File: config.mk
export PLATFORM = sky130hd
export DESIGN_NAME = e_sd_cmd_tx
export DESIGN_NICKNAME = d
export VERILOG_FILES = /design/src/rtl/e_sd_cmd_tx_pkg.sv /design/src/rtl/e_sd_cmd_tx_crc7.sv /design/src/rtl/e_sd_cmd_tx.sv
export SDC_FILE = /design/constraint.sdc
export NUM_CORES = 1
export LEC_CHECK = 0
export ABC_AREA = 1
export ABC_CLOCK_PERIOD_IN_PS = 1650
export BUFFER_PORTS_ARGS = -buffer_cell sky130_fd_sc_hd__buf_2
export CAP_MARGIN = 40
export CORE_MARGIN = 4
export CORE_UTILIZATION = 45
export DETAILED_ROUTE_END_ITERATION = 8
export PLACE_DENSITY = 0.7
export SLEW_MARGIN = 20
export SYNTH_ARGS = -nofsm -noshare
export SYNTH_HDL_FRONTEND = slang
export SYNTH_SLANG_ARGS = --single-unit
File: constraint.sdc
create_clock -name sd_clk_2x -period 1.65 [get_ports sd_clk_2x]
set_input_delay 0.0825 -clock sd_clk_2x [delete_from_list [all_inputs] [get_ports sd_clk_2x]]
set_output_delay 0.0825 -clock sd_clk_2x [all_outputs]
set_load 0.01 [all_outputs]
File: src/rtl/e_sd_cmd_tx_pkg.sv
// e_sd_cmd_tx_pkg: frame geometry, CRC7 polynomial and FSM encoding for the SD command path.
package e_sd_cmd_tx_pkg;
    localparam logic [5:0] FRAME_LEN = 6'd48;
    localparam logic [5:0] HDR_BITS  = 6'd40;
    localparam logic [5:0] CRC_LAST  = 6'd46;
    localparam logic [5:0] END_BIT   = 6'd47;
    localparam logic [6:0] CRC7_POLY = 7'h09;
    localparam logic [1:0] ST_IDLE  = 2'd0;
    localparam logic [1:0] ST_ARMED = 2'd1;
    localparam logic [1:0] ST_SHIFT = 2'd2;
    localparam logic [1:0] ST_GAP   = 2'd3;
endpackage

File: src/rtl/e_sd_cmd_tx_crc7.sv
// e_crc7_ser: bit-serial CRC7 (x^7+x^3+1), shared by the command transmitter and response receiver.
module e_crc7_ser
    import e_sd_cmd_tx_pkg::*;
(
    input  logic       clk,
    input  logic       rst,
    input  logic       clr,
    input  logic       en,
    input  logic       din,
    output logic [6:0] crc
);
    logic [6:0] crc_q, crc_d;
    logic       fb;

    always_comb begin
        fb    = din ^ crc_q[6];
        crc_d = clr ? 7'd0 : en ? ({crc_q[5:0], 1'b0} ^ (fb ? CRC7_POLY : 7'd0)) : crc_q;
    end

    always_ff @(posedge clk) begin
        if (rst) crc_q <= 7'd0;
        else     crc_q <= crc_d;
    end

    assign crc = crc_q;
endmodule

File: src/rtl/e_sd_cmd_tx.sv
// e_sd_cmd_tx: serializes a 48-bit SD command frame onto CMD, one bit per SD clock falling-edge strobe,
// then holds the bus released for NCC_CLKS strobes before accepting another command.
module e_sd_cmd_tx
    import e_sd_cmd_tx_pkg::*;
#(
    parameter int NCC_CLKS = 8
) (
    input  logic        sd_clk_2x,
    input  logic        rst,
    input  logic        sd_clk_fall_p,
    input  logic        cmd_start,
    input  logic [5:0]  cmd_index,
    input  logic [31:0] cmd_arg,
    input  logic        cmd_abort,
    output logic        cmd_out,
    output logic        cmd_oe,
    output logic        busy,
    output logic        done_p,
    output logic        start_err_p
);
    localparam logic [3:0] NCC = 4'(NCC_CLKS);

    logic [1:0]  state_q, state_d;
    logic [39:0] shreg_q, shreg_d;
    logic [5:0]  bit_cnt_q, bit_cnt_d;
    logic [3:0]  gap_cnt_q, gap_cnt_d;
    logic        cmd_out_q, cmd_out_d;
    logic        cmd_oe_q, cmd_oe_d;
    logic        busy_q, busy_d;
    logic        done_q, done_d;
    logic        serr_q, serr_d;
    logic        crc_clr, crc_en;
    logic [6:0]  crc;
    logic [5:0]  crc_sel;

    e_crc7_ser u_crc (
        .clk(sd_clk_2x),
        .rst(rst),
        .clr(crc_clr),
        .en(crc_en),
        .din(shreg_q[39]),
        .crc(crc)
    );

    always_comb begin
        state_d   = state_q;
        shreg_d   = shreg_q;
        bit_cnt_d = bit_cnt_q;
        gap_cnt_d = gap_cnt_q;
        cmd_out_d = cmd_out_q;
        cmd_oe_d  = cmd_oe_q;
        busy_d    = busy_q;
        done_d    = 1'b0;
        serr_d    = cmd_start && state_q != ST_IDLE;
        crc_clr   = 1'b0;
        crc_en    = 1'b0;
        crc_sel   = CRC_LAST - bit_cnt_q;
        case (state_q)
            ST_IDLE: if (cmd_start) begin
                shreg_d   = {2'b01, cmd_index, cmd_arg};
                bit_cnt_d = 6'd0;
                crc_clr   = 1'b1;
                busy_d    = 1'b1;
                state_d   = ST_ARMED;
            end
            ST_ARMED, ST_SHIFT: if (cmd_abort) begin
                cmd_oe_d  = 1'b0;
                cmd_out_d = 1'b1;
                gap_cnt_d = NCC;
                state_d   = ST_GAP;
            end else if (sd_clk_fall_p) begin
                // bit_cnt_q is the number of bits already launched, so it indexes the next bit
                state_d   = ST_SHIFT;
                bit_cnt_d = (bit_cnt_q == FRAME_LEN) ? FRAME_LEN : bit_cnt_q + 6'd1;
                if (bit_cnt_q < HDR_BITS) begin
                    cmd_oe_d  = 1'b1;
                    cmd_out_d = shreg_q[39];
                    shreg_d   = {shreg_q[38:0], 1'b0};
                    crc_en    = 1'b1;
                end else if (bit_cnt_q <= CRC_LAST) begin
                    cmd_out_d = crc[crc_sel[2:0]];
                end else if (bit_cnt_q == END_BIT) begin
                    cmd_out_d = 1'b1;
                end else begin
                    cmd_oe_d  = 1'b0;
                    cmd_out_d = 1'b1;
                    done_d    = 1'b1;
                    gap_cnt_d = NCC;
                    state_d   = ST_GAP;
                end
            end
            default: if (sd_clk_fall_p) begin
                gap_cnt_d = gap_cnt_q - 4'd1;
                if (gap_cnt_q == 4'd1) begin
                    busy_d  = 1'b0;
                    state_d = ST_IDLE;
                end
            end
        endcase
    end

    always_ff @(posedge sd_clk_2x) begin
        if (rst) begin
            state_q   <= ST_IDLE;
            shreg_q   <= 40'd0;
            bit_cnt_q <= 6'd0;
            gap_cnt_q <= 4'd0;
            cmd_out_q <= 1'b1;
            cmd_oe_q  <= 1'b0;
            busy_q    <= 1'b0;
            done_q    <= 1'b0;
            serr_q    <= 1'b0;
        end else begin
            state_q   <= state_d;
            shreg_q   <= shreg_d;
            bit_cnt_q <= bit_cnt_d;
            gap_cnt_q <= gap_cnt_d;
            cmd_out_q <= cmd_out_d;
            cmd_oe_q  <= cmd_oe_d;
            busy_q    <= busy_d;
            done_q    <= done_d;
            serr_q    <= serr_d;
        end
    end

    assign cmd_out     = cmd_out_q;
    assign cmd_oe      = cmd_oe_q;
    assign busy        = busy_q;
    assign done_p      = done_q;
    assign start_err_p = serr_q;
endmodule
* Word-level counts from Yosys, hierarchy flattened
Index checks and enable logic that the tools add are counted.
** Storage, ports and cells
- Register bits after elaboration :: 64
- Input bits :: 43
- Output and inout bits :: 5
- Logic and storage cells :: 105
** Cells by class
- Add/sub/neg operators :: 3
- $lt $le $gt $ge :: 3
- Equal/unequal tests :: 15
- Mux-type cells :: 49
- Bitwise operators :: 5
- Reduce and logical (&&, ||, !) cells :: 20
** Operators with widths (count)
- 40-bit 2-to-1 mux :: 4
- 40-bit one-hot mux with 2 select lines :: 1
- 4-bit 2-to-1 mux :: 7
- 6-bit 2-to-1 mux :: 4
- 1-bit 2-to-1 mux :: 23
- 3-bit != test (second input constant) :: 6
- 4-bit AND reduction :: 4
- 6-bit equality test (second input constant) :: 2
- 6-bit one-hot mux with 2 select lines :: 1
- 2-bit nonzero test :: 6
- 2-bit 2-to-1 mux :: 5
- 2-bit != test (second input constant) :: 4
- 4-bit one-hot mux with 2 select lines :: 1
- 7-bit bitwise XOR :: 1
- 6-bit by 1-bit adder with 6-bit output (second input constant) :: 1
- 6-bit <= comparator (second input constant) :: 1
- 6-bit < comparator (second input constant) :: 1
- 6-bit AND reduction :: 1
- 3-bit nonzero test :: 2
- 6-bit OR reduction :: 1
- 5-bit AND reduction :: 1
- 4-bit by 1-bit equality test with 1-bit output (second input constant) :: 1
- 3-bit by 4-bit < comparator with 1-bit output (second input constant) :: 1
- 2-bit one-hot mux with 2 select lines :: 1
- 12 further kinds :: 15

* Depth between registers and ports, before layout
Gate-level depths: netlist of the first run.
- Word-level depth :: 7
- Depth in mapped cells :: 11
- Mapped depth without buffers :: 10

* Hierarchy
From an unflattened synthesis of the first run, not the netlist that was laid out.
** Second synthesis, totals
- Cell total of the unflattened synthesis :: 562
- Area total of the unflattened synthesis :: 3439.5 um^2
** By module, submodules not included
- e_sd_cmd_tx :: instances 1, cells an instance 521, area each 3136.8 um^2, sequential area each 1141.1 um^2
- e_crc7_ser :: instances 1, cells an instance 41, area each 302.8 um^2, sequential area each 140.1 um^2

* Worst setup path after synthesis of the first run
Ideal clock, no wire load.
- Kind :: register to register
- Start :: reg state_q[0]
- End :: reg shreg_q[14]
- Library setup time :: 0.122 ns
- Data arrival time :: 1.569 ns
- Required time :: 1.528 ns
- Slack :: -0.041 ns
- Stages on the path, launching flop included :: 11
- Path buffers :: 2
- Clock period less this slack :: 1.691 ns
- Cell sequence :: dfxtp_1 > inv_1 > ha_1 > nand2_1 > inv_2 > nor2_4 > nand2_4 > nor2_8 > buf_8 > buf_6 > a21oi_2
** On the way
- Cells in the longest elaborated chain, start to end :: 4
- Elaborated cells on any way between the ends :: 11
- Classes of those cells :: eq/ne: 6; mux: 1; reduce/logical: 4
** Ends and longest elaborated chain
- from (decl) :: line e_sd_cmd_tx.sv:23 : logic [1:0] state_q, state_d;
- from (signal assigned) :: line e_sd_cmd_tx.sv:114 : state_q <= state_d;
- 2-bit by 1-bit equality test with 1-bit output / 2-bit equality test (equally long branches) :: line e_sd_cmd_tx.sv:58 : case (state_q)
- 2-bit OR reduction :: line e_sd_cmd_tx.sv:58
- 2-bit != test (no line) / 2-bit nonzero test (equally long branches)
- 5-bit AND reduction (no line)
- to (signal assigned) :: line e_sd_cmd_tx.sv:115 : shreg_q <= shreg_d;
- to (decl) :: line e_sd_cmd_tx.sv:24 : logic [39:0] shreg_q, shreg_d;
Several ways; a longest one is shown, not always the timed one.
A chain may end at the register's enable or synchronous reset.

* Final worst setup path of the first run
- Start :: reg state_q[1]
- End :: reg shreg_q[35]
Same word-level chain as after synthesis.

==> metrics, run 1 <==
failing checks=negative setup slack; Inserted Clock Buffers=9; startpoint types=flip-flop; CTS H-Tree Depth=3; Worst Path Required=1910 ps; Fillers=589; post-synthesis compound-gate area fraction=0.197; Area Overhead vs Synth=31.2%; CP max-delay cell=dfxtp_2; top-count cell post-synth=dfxtp_1; Nets=511; # setup viols final=35; Final ANT Viol Nets=0; largest net degree at the start of global routing=40; leading area contributor after synthesis=dfxtp_1; Critical Path AT=2030 ps; Port Buf Inserts=47; vias in the first global route=2,759; die footprint=8430 um^2; r2r worst-path depth=10; Post-synth top cells=64 x dfxtp_1, 52 x nand2_1, 50 x a21oi_1; RSZ-0062 raised after global routing=yes; Pins Over Slew Limit=0; gr usage total=0.176; Post-synth EDFFs=0; Clock Latency Late Sink=350 ps; hold_sp=cmd_arg[20]; Synth Area in Simple Gates=0.161; Yosys warning count=0; synthesized area=3160 um^2; worst vdd ir=1.15 mV; Bufs on Longest Clock Path=2; Leak Pwr=1.75 nW; critical path's largest stage delay=330 ps; hold path endpoint=shreg_q[20]; I/O pin cnt=48; diode count=0; row count=30; Final GP Congestion=0.858; vias=2,916; post-synthesis xor/xnor area fraction=0.0111; number of detailed-route iterations in the first pass=4; Die X=91.8 um; reg2reg end=shreg_q[35]; CTS tree=done; outcome=complete, but fails checks; adder-cell share of the synthesized area=0.0277; critical path fanouts, max=7; fin crit period=1770 ps; Seq/Total Area, Yosys=0.405; antenna violations before repair=0; pre-CTS setup slack=-20.9 ps; Hold Violations, Final=0; Final period util=1.07; async set-reset flop share out of synthesis=0; WL final=7840 um; Sequential Area=1280 um^2; clk root buf=clkbuf_8; hold crit path type=in2reg; total gr overflow=0; max cap viols=0; chip height=91.8 um; core area=6790 um^2; multiplexer share of the synthesized area=0.117; share of layout cells above drive strength 1=0.330; Setup TNS=-1120 ps; Hold Path Cell Cnt=3; post-synth top area share=0.405; # DRC=0; fmax=566 MHz; DP HPWL=4860 um; detailed-route wire length per cell=13.9 um; Worst Setup Path Type=reg2reg; vias per cell=5.19; Critical path buffers and inverters=3; CTS sink cnt=64; largest family of logic cells by synthesized area=compound AO/OA/AOI/OAI gates; CTS clk-pin slew, worst paths=70 ps; slew margin rel.=0.693; worst flop-to-flop path startpoint=state_q[1]; worst setup margin=-116 ps; global-route wire length before repair=12,100 um; top_reg_cell synth=dfxtp_1; Post-Syn Instances=387; Setup Skew=7.15 ps; PwrDens=2270 nW/um^2; flops & latches, synth=64; CP Capture Type=flip-flop; top cells by area, synth=dfxtp_1 41%, mux2i_1 12%, a21oi_1 7.9%, nand2_1 6.2%, o21ai_0 6.0%; flop2flop setup slack=-120 ps; Starting Density=0.465; starting DRC count in detailed routing=134; critical-path cell list=inv_2, ha_4, nand2_4, inv_2, nor2_4, nand2_4, nor2_8, buf_12, o21ai_1, a21oi_1; Mapped Nets=437; multi-input logic area=1760 um^2; Top delay family on crit path=simple AND/OR/NAND/NOR gates; Post-Syn Area per Cell=8.17 um^2; library cells used by synthesis=30; Slew @ Worst Pin=460 ps
[cell usage in the layout (no fill, tap or decap), types with 3 or more instances in the layout]
cell type and count:
clkbuf_8 9, o21ai_0 15, o21ai_1 21, xnor2_1 3, a21oi_2 16, buf_2 48, buf_4 19, clkbuf_16 5
mux2i_1 37, a21oi_1 45, o21ai_2 15, inv_1 22, nand2_1 46, inv_2 5, dfxtp_2 3, nand2_2 6
dfxtp_1 61, ha_1 6, buf_12 4, nand4_1 5, nand3_1 20, buf_6 4, nor2_1 24
[how the worst max path moves through the flow]
| stage | depth (start not counted) | from | slack, ps | to |
|---|---|---|---|---|
| final | 10 | state_q[1] | -120 | shreg_q[35] |
| after global placement | 10 | state_q[1] | 30 | gap_cnt_q[1] |
| after detailed placement | 8 | state_q[0] | -20 | shreg_q[13] |
| after CTS | 10 | state_q[0] | -10 | shreg_q[19] |
| after global routing | 10 | state_q[1] | -170 | shreg_q[35] |
| after floorplan | 10 | state_q[0] | 80 | shreg_q[14] |
[state kept, by name (all words and copies together), names as in the netlist]
register / count
bit_cnt_q: 6
busy: 1
cmd_oe: 1
cmd_out: 1
done_p: 1
gap_cnt_q: 4
shreg_q: 40
start_err_p: 1
state_q: 2
u_crc.crc: 7
[power by group]
group          internal (mW)  switching, mW
logic                   2.71           2.85
clock network          0.852          0.625
registers               2.05          0.318
[layout make-up]
type	instances	share of cell area
flip-flops and latches	64	0.310
inverters	28	0.0259
well taps	96	0.0290
clock inverters	5	0.0196
multi-input cells	276	0.425
repair buffers	82	0.159
clock buffers	11	0.0317
[cells by family after synthesis]
group	Yosys count
multiplexers	37
XOR/XNOR	4
adder cells (fa/ha/maj)	7
flip-flops	64
AO/OA/AOI/OAI	114
buffers and inverters	48
AND/OR/NAND/NOR	113
[routing by layer]
| layer | vias to the layer above | global-route usage | share of wire |
|---|---|---|---|
| li1 | 1483 | - | - |
| met2 | 61 | 0.292 | 0.49 |
| met5 | - | 0 | 0 |
| met4 | 0 | 0.0557 | 0.015 |
| met3 | 10 | 0.0615 | 0.048 |
| met1 | 1362 | 0.214 | 0.45 |
[through the flow]
step | hold slack, ps | instance area [um^2] | cells | total power, mW | utilization
4_1_cts | 12.4 | 3800 | 547 | 7.94 | 0.559
3_3_place_gp | 351 | 3570 | 530 | 6.29 | 0.526
3_5_place_dp | 359 | 3570 | 530 | 6.40 | 0.526
6_report | 16.9 | 4150 | 562 | 9.40 | 0.610
2_1_floorplan | 216 | 3180 | 387 | 5.60 | -
5_1_grt | 22.0 | 4150 | 562 | 10.1 | 0.610
[worst reg2reg max path, cell delays in order (launching register included)]
cell	delay, ps
dfxtp_2	330
inv_2	40
ha_4	260
nand2_4	90
inv_2	40
nor2_4	130
nand2_4	100
nor2_8	250
buf_12	170
o21ai_1	80
a21oi_1	180
[repair_timing]
action | 4_1_cts | 5_1_grt
hold buffers | 1 | 0
cloned | 0 | 9
buffers inserted | 0 | 6
pin swaps | 0 | 7
setup endpoints to repair | 8 | 56
gates resized for setup | 5 | 61
endpoints found under the hold margin | 1 | 0
Power figures use the tool's default switching activity.
==> run 2, diff against run 1 <==
--- a/config.mk
+++ b/config.mk
@@ -7,12 +7,12 @@
 export LEC_CHECK = 0
 export ABC_AREA = 1
 export ABC_CLOCK_PERIOD_IN_PS = 1650
-export BUFFER_PORTS_ARGS = -buffer_cell sky130_fd_sc_hd__buf_2
 export CAP_MARGIN = 40
 export CORE_MARGIN = 4
 export CORE_UTILIZATION = 45
 export DETAILED_ROUTE_END_ITERATION = 8
-export PLACE_DENSITY = 0.7
+export DONT_BUFFER_PORTS = 1
+export PLACE_DENSITY = 0.64
 export SLEW_MARGIN = 20
 export SYNTH_ARGS = -nofsm -noshare
 export SYNTH_HDL_FRONTEND = slang
==> metrics, run 2 (synthesis results as in run 1) <==
outcome=complete, but fails checks (unchanged); failing checks=negative setup slack (unchanged); multi-input logic area=1680 um^2 (was 1760 um^2); CTS tree=done (unchanged); Port Buf Inserts=0 (was 47); chip height=91.8 um (unchanged); max cap viols=0 (unchanged); Bufs on Longest Clock Path=2 (unchanged); Setup Skew=6.17 ps (was 7.15 ps); Reg with most FFs=shreg_q (unchanged); CTS sink cnt=64 (unchanged); hold crit path type=in2reg (unchanged); diode count=0 (unchanged); row count=30 (unchanged); Sequential Area=1280 um^2 (unchanged); antenna violations before repair=0 (unchanged); fin crit period=1690 ps (was 1770 ps); PwrDens=2200 nW/um^2 (was 2270 nW/um^2); global-route wire length before repair=12,800 um (was 12,100 um); starting DRC count in detailed routing=119 (was 134); vias=2,864 (was 2,916); Fillers=580 (was 589); share of layout cells above drive strength 1=0.198 (was 0.330); Worst Setup Path Type=reg2reg (unchanged); CTS H-Tree Depth=3 (unchanged); worst vdd ir=1.42 mV (was 1.15 mV); vias in the first global route=2,751 (was 2,759); clk root buf=clkbuf_8 (unchanged); core area=6790 um^2 (unchanged); total gr overflow=0 (unchanged); pre-CTS setup slack=-12.9 ps (was -20.9 ps); DP HPWL=4660 um (was 4860 um); Largest register FFs=40 (unchanged); worst flop-to-flop path startpoint=state_q[0] (was state_q[1]); critical path fanouts, max=9 (was 7); Nets=505 (was 511); RSZ-0062 raised after global routing=yes (unchanged); max layer used=met4 (unchanged); flop2flop setup slack=-40 ps (was -120 ps); Final period util=1.02 (was 1.07); Pins Over Slew Limit=0 (unchanged); reg2reg end=shreg_q[36] (was shreg_q[35]); routed wl met2=4060 um (was 3810 um); CP Launch Point=state_q[0] (was state_q[1]); gr usage total=0.185 (was 0.176); Leak Pwr=1.74 nW (was 1.75 nW); CP Capture Type=flip-flop (unchanged); # DRC=0 (unchanged); I/O pin cnt=48 (unchanged); Final GP Congestion=0.845 (was 0.858); CTS clk-pin slew, worst paths=70 ps (about the same); fmax=591 MHz (was 566 MHz); end of the critical path=shreg_q[36] (was shreg_q[35]); wl on met1=3620 um (was 3530 um); Starting Density=0.465 (unchanged); # setup viols final=24 (was 35); slew margin rel.=0.526 (was 0.693); number of detailed-route iterations in the first pass=4 (unchanged); Die X=91.8 um (unchanged); most frequent cells in the layout=61 x dfxtp_1, 47 x nand2_1, 44 x a21oi_1, 42 x dlygate4sd3_1, 37 x mux2i_1 (was 61 x dfxtp_1, 48 x buf_2, 46 x nand2_1, 45 x a21oi_1, 37 x mux2i_1); startpoint types=flip-flop (unchanged); Clock Latency Late Sink=340 ps (was 350 ps); detailed-route wire length per cell=14.6 um (was 13.9 um); vias per cell=5.15 (was 5.19); Critical Path AT=1960 ps (was 2030 ps); die footprint=8430 um^2 (unchanged); r2r worst-path depth=11 (was 10); Slew @ Worst Pin=708 ps (was 460 ps); commonest non-fill, non-tap cell in the layout=dfxtp_1 (unchanged); WL final=8120 um (was 7840 um); Inserted Clock Buffers=9 (unchanged); Area Overhead vs Synth=35.9% (was 31.2%); WL met3=333 um (was 378 um); worst setup margin=-41.0 ps (was -116 ps); Final ANT Viol Nets=0 (unchanged); overall power=9.45 mW (was 9.40 mW); Worst Path Required=1920 ps (was 1910 ps); Hold Violations, Final=0 (unchanged); largest net degree at the start of global routing=41 (was 40)
-- run 2: cell count changes in the layout (fill, tap and decap cells not counted), moves of 2 or more --
cell           previous run  this run
buf_2                    48         0
dlygate4sd3_1             1        42
o21ai_2                  15         0
o21ai_0                  15        24
o21ai_1                  21        28
clkbuf_1                  2         0
inv_2                     5         3
-- run 2: how the worst min path moves through the flow --
stage | start | endpoint | slack [ps] | cells past startpoint
after floorplan | cmd_start | start_err_p | 220 | 2
after global placement | rst | shreg_q[38] | 150 | 1
after detailed placement | rst | shreg_q[38] | 150 | 1
after CTS | rst | bit_cnt_q[3] | 0.6 | 3
after global routing | rst | bit_cnt_q[3] | 20 | 3
final | rst | bit_cnt_q[3] | 20 | 3
-- run 2: area by class of cell --
type | count | share of cell area
multi-input cells | 275 | 0.391
flip-flops and latches | 64 | 0.299
well taps | 96 | 0.0279
clock buffers | 9 | 0.0288
repair buffers | 77 | 0.205
inverters | 28 | 0.0256
clock inverters | 7 | 0.0221
-- run 2: layer usage --
| metal | GRT usage | vias to the layer above |
|---|---|---|
| li1 | - | 1450 |
| met1 | 0.228 | 1350 |
| met2 | 0.310 | 53 |
| met3 | 0.0427 | 11 |
| met4 | 0.0792 | 0 |
| met5 | 0 | - |
-- run 2: critical path: stages, from the launching register on --
cell	delay, ps
dfxtp_2	340
inv_2	40
ha_4	260
nand2_4	90
inv_4	40
nor2_4	120
nand2_4	80
nor2_8	110
buf_12	160
clkbuf_16	150
o21ai_1	70
a21oi_1	150
-- run 2: report_power, final --
group	total (mW)	switching [mW]	internal (mW)
Combinational	5.58	2.74	2.84
Clock	1.51	0.657	0.853
Sequential	2.36	0.309	2.05
-- run 2: metrics by stage --
stage | setup TNS, ps | area, um^2 | cells | utilization | hold WS [ps]
after floorplan | 0 | 3180 | 387 | - | 216
after global placement | 0 | 3350 | 483 | 0.493 | 149
after detailed placement | -21.1 | 3350 | 483 | 0.493 | 151
after CTS | 0 | 4000 | 543 | 0.589 | 0.558
after global routing | -3210 | 4300 | 556 | 0.633 | 18.5
final | -325 | 4300 | 556 | 0.633 | 16.0
-- run 2: what timing repair did --
action,in CTS,in global routing
buffers inserted,2,6
endpoints found under the setup margin,19,56
pin swaps,1,6
resized for setup,0,35
gates cloned,0,7
hold buffers,42,0
hold endpoints to repair,59,0
==> run 3, diff against run 2 <==
==> constraint.sdc (replaced) <==
create_clock -name sd_clk_2x -period 1.65 [get_ports sd_clk_2x]
set_input_delay 0.33 -clock sd_clk_2x [delete_from_list [all_inputs] [get_ports sd_clk_2x]]
set_output_delay 0.33 -clock sd_clk_2x [all_outputs]
set_load 0.01 [all_outputs]
==> metrics, run 3 (synthesis results as in run 1) <==
number of detailed-route iterations in the first pass=4 (unchanged); Logic pwr share=0.598 (was 0.591); Inserted Clock Buffers=9 (unchanged); hold_sp=rst (unchanged); multi-input logic area=1780 um^2 (was 1680 um^2); I/O pin cnt=48 (unchanged); Worst Setup Path Type=reg2reg (unchanged); PwrDens=2430 nW/um^2 (was 2200 nW/um^2); Worst Path Required=1880 ps (was 1920 ps); reg2reg end=shreg_q[22] (was shreg_q[36]); cell-internal power=5.81 mW (was 5.75 mW); Port Buf Inserts=0 (unchanged); flop2flop setup slack=-4 ps (was -40 ps); failing checks=negative setup slack (unchanged); hold crit path type=in2reg (unchanged); Final GP Congestion=0.845 (unchanged); CP Capture Type=flip-flop (unchanged); DP HPWL=4660 um (unchanged); CTS H-Tree Depth=3 (unchanged); # DRC=0 (unchanged); hold path endpoint=bit_cnt_q[4] (was bit_cnt_q[3]); most frequent cells in the layout=61 x dfxtp_1, 45 x nand2_1, 42 x a21oi_1, 37 x mux2i_1, 24 x nor2_1 (was 61 x dfxtp_1, 47 x nand2_1, 44 x a21oi_1, 42 x dlygate4sd3_1, 37 x mux2i_1); worst vdd ir=1.44 mV (was 1.42 mV); Hold Violations, Final=0 (unchanged); Largest register FFs=40 (unchanged); commonest non-fill, non-tap cell in the layout=dfxtp_1 (unchanged); startpoint types=flip-flop (unchanged); fin crit period=1650 ps (was 1690 ps); Worst path most repeated cell=nand2_4 (unchanged); r2r worst-path depth=11 (unchanged); vias per cell=5.28 (was 5.15); critical-path cell list=inv_2, ha_4, nand2_4, inv_4, nor2_4, nand2_4, nor2_8, buf_12, buf_8, clkbuf_16, a21oi_1 (was inv_2, ha_4, nand2_4, inv_4, nor2_4, nand2_4, nor2_8, buf_12, clkbuf_16, o21ai_1, a21oi_1); die footprint=8430 um^2 (unchanged); WL final=7660 um (was 8120 um); CTS tree=done (unchanged); switching pwr=3.88 mW (was 3.71 mW); vias=2,717 (was 2,864); Bufs on Longest Clock Path=2 (unchanged); register share of total power=0.247 (was 0.249); CTS sink cnt=64 (unchanged); fmax=605 MHz (was 591 MHz); Critical Path AT=1890 ps (was 1960 ps); CP max-delay cell=dfxtp_2 (unchanged); global-route wire length before repair=11,600 um (was 12,800 um); largest net degree at the start of global routing=41 (unchanged); Nets=464 (was 505); Hold Path Cell Cnt=1 (was 3); clk root buf=clkbuf_8 (unchanged); Final ANT Viol Nets=0 (unchanged); vias in the first global route=2,553 (was 2,751); worst setup margin=-4.25 ps (was -41.0 ps); CP Launch Point=state_q[0] (unchanged); detailed-route wire length per cell=14.9 um (was 14.6 um); Setup Skew=5.38 ps (was 6.17 ps); critical path fanouts, max=8 (was 9); dpl cell area=3350 um^2 (unchanged); Fillers=615 (was 580); Setup TNS=-11.5 ps (was -325 ps); critical path's largest stage delay=340 ps (about the same); core area=6790 um^2 (unchanged); Area Overhead vs Synth=26.2% (was 35.9%); Die X=91.8 um (unchanged); Leak Pwr=1.60 nW (was 1.74 nW); max cap viols=0 (unchanged); Reg with most FFs=shreg_q (unchanged); Clock Power Share=0.155 (was 0.160); gr usage total=0.170 (was 0.185); sw frac=0.400 (was 0.392); outcome=complete, but fails checks (unchanged); Sequential Area=1280 um^2 (unchanged); Starting Density=0.465 (unchanged); share of layout cells above drive strength 1=0.282 (was 0.198); RSZ-0062 raised after global routing=yes (unchanged); overall power=9.70 mW (was 9.45 mW); # setup viols final=4 (was 24); cts hold-fix bufs=0 (was 42); design area=3990 um^2 (was 4300 um^2); worst flop-to-flop path startpoint=state_q[0] (unchanged); row count=30 (unchanged); Slew @ Worst Pin=464 ps (was 708 ps); CTS clk-pin slew, worst paths=80 ps (was 70 ps); antenna violations before repair=0 (unchanged); chip height=91.8 um (unchanged); Clock Latency Late Sink=340 ps (about the same); starting DRC count in detailed routing=100 (was 119); total gr overflow=0 (unchanged); slew margin rel.=0.691 (was 0.526); diode count=0 (unchanged); Final period util=1.00 (was 1.02); Pins Over Slew Limit=0 (unchanged)
-- run 3: cell count changes in the layout (fill, tap and decap cells not counted), moves of 2 or more --
cell           change
dlygate4sd3_1     -42
o21ai_2           +22
o21ai_0           -12
o21ai_1           -10
buf_6              +4
buf_4              -3
a21oi_1            -2
a21oi_2            +2
buf_8              +2
nand2_1            -2
-- run 3: critical path: cells and delay by family, from the launching register on --
kind                     cells  cell delay [ps]
AO/OA/AOI/OAI                1               60
adder cells (fa/ha/maj)      1              260
flip-flops                   1              340
buffers and inverters        5              470
AND/OR/NAND/NOR              4              410
-- run 3: cell type report --
cell class                      count  share of cell area
Clock inverter                      7              0.0238
Timing Repair Buffer               36               0.118
Inverter                           28              0.0288
Tap cell                           96              0.0301
Clock buffer                        9              0.0310
Multi-Input combinational cell    275               0.447
Sequential cell                    64               0.322
-- run 3: power by group through the flow --
stage | Sequential [mW] | Clock (mW) | Combinational, mW
3_5_place_dp | 2.36 | 0 | 4.00
4_1_cts | 2.33 | 1.55 | 4.06
2_1_floorplan | 2.29 | 0 | 3.31
3_3_place_gp | 2.34 | 0 | 3.94
5_1_grt | 2.45 | 1.61 | 6.32
6_report | 2.39 | 1.51 | 5.80
-- run 3: through the flow --
step	util	std cells	hold slack, ps	setup slack (ps)
floorplan	-	387	439	80.1
finish	0.587	515	46.8	-4.25
global route	0.587	515	29.1	-72.8
CTS	0.527	501	26.1	20.0
global placement	0.493	483	396	46.7
detailed placement	0.493	483	398	-12.9
-- run 3: worst max path at each step --
stage | endpoint | slack (ps)
final | shreg_q[22] | -4
after global routing | shreg_q[33] | -70
after CTS | shreg_q[0] | 20
after detailed placement | shreg_q[0] | -10
after global placement | shreg_q[0] | 50
after floorplan | shreg_q[14] | 80
-- run 3: layer usage --
layer | GRT usage | up-vias | part of all wire
met1 | 0.200 | 1261 | 0.43
met5 | 0 | - | 0
li1 | - | 1379 | -
met3 | 0.0607 | 12 | 0.068
met2 | 0.274 | 65 | 0.48
met4 | 0.0780 | 0 | 0.018
-- run 3: repair_timing --
action	CTS	global route
cloned	0	7
buffers inserted	2	7
gates resized for setup	0	86
pin swaps	1	6
endpoints found under the setup margin	19	55
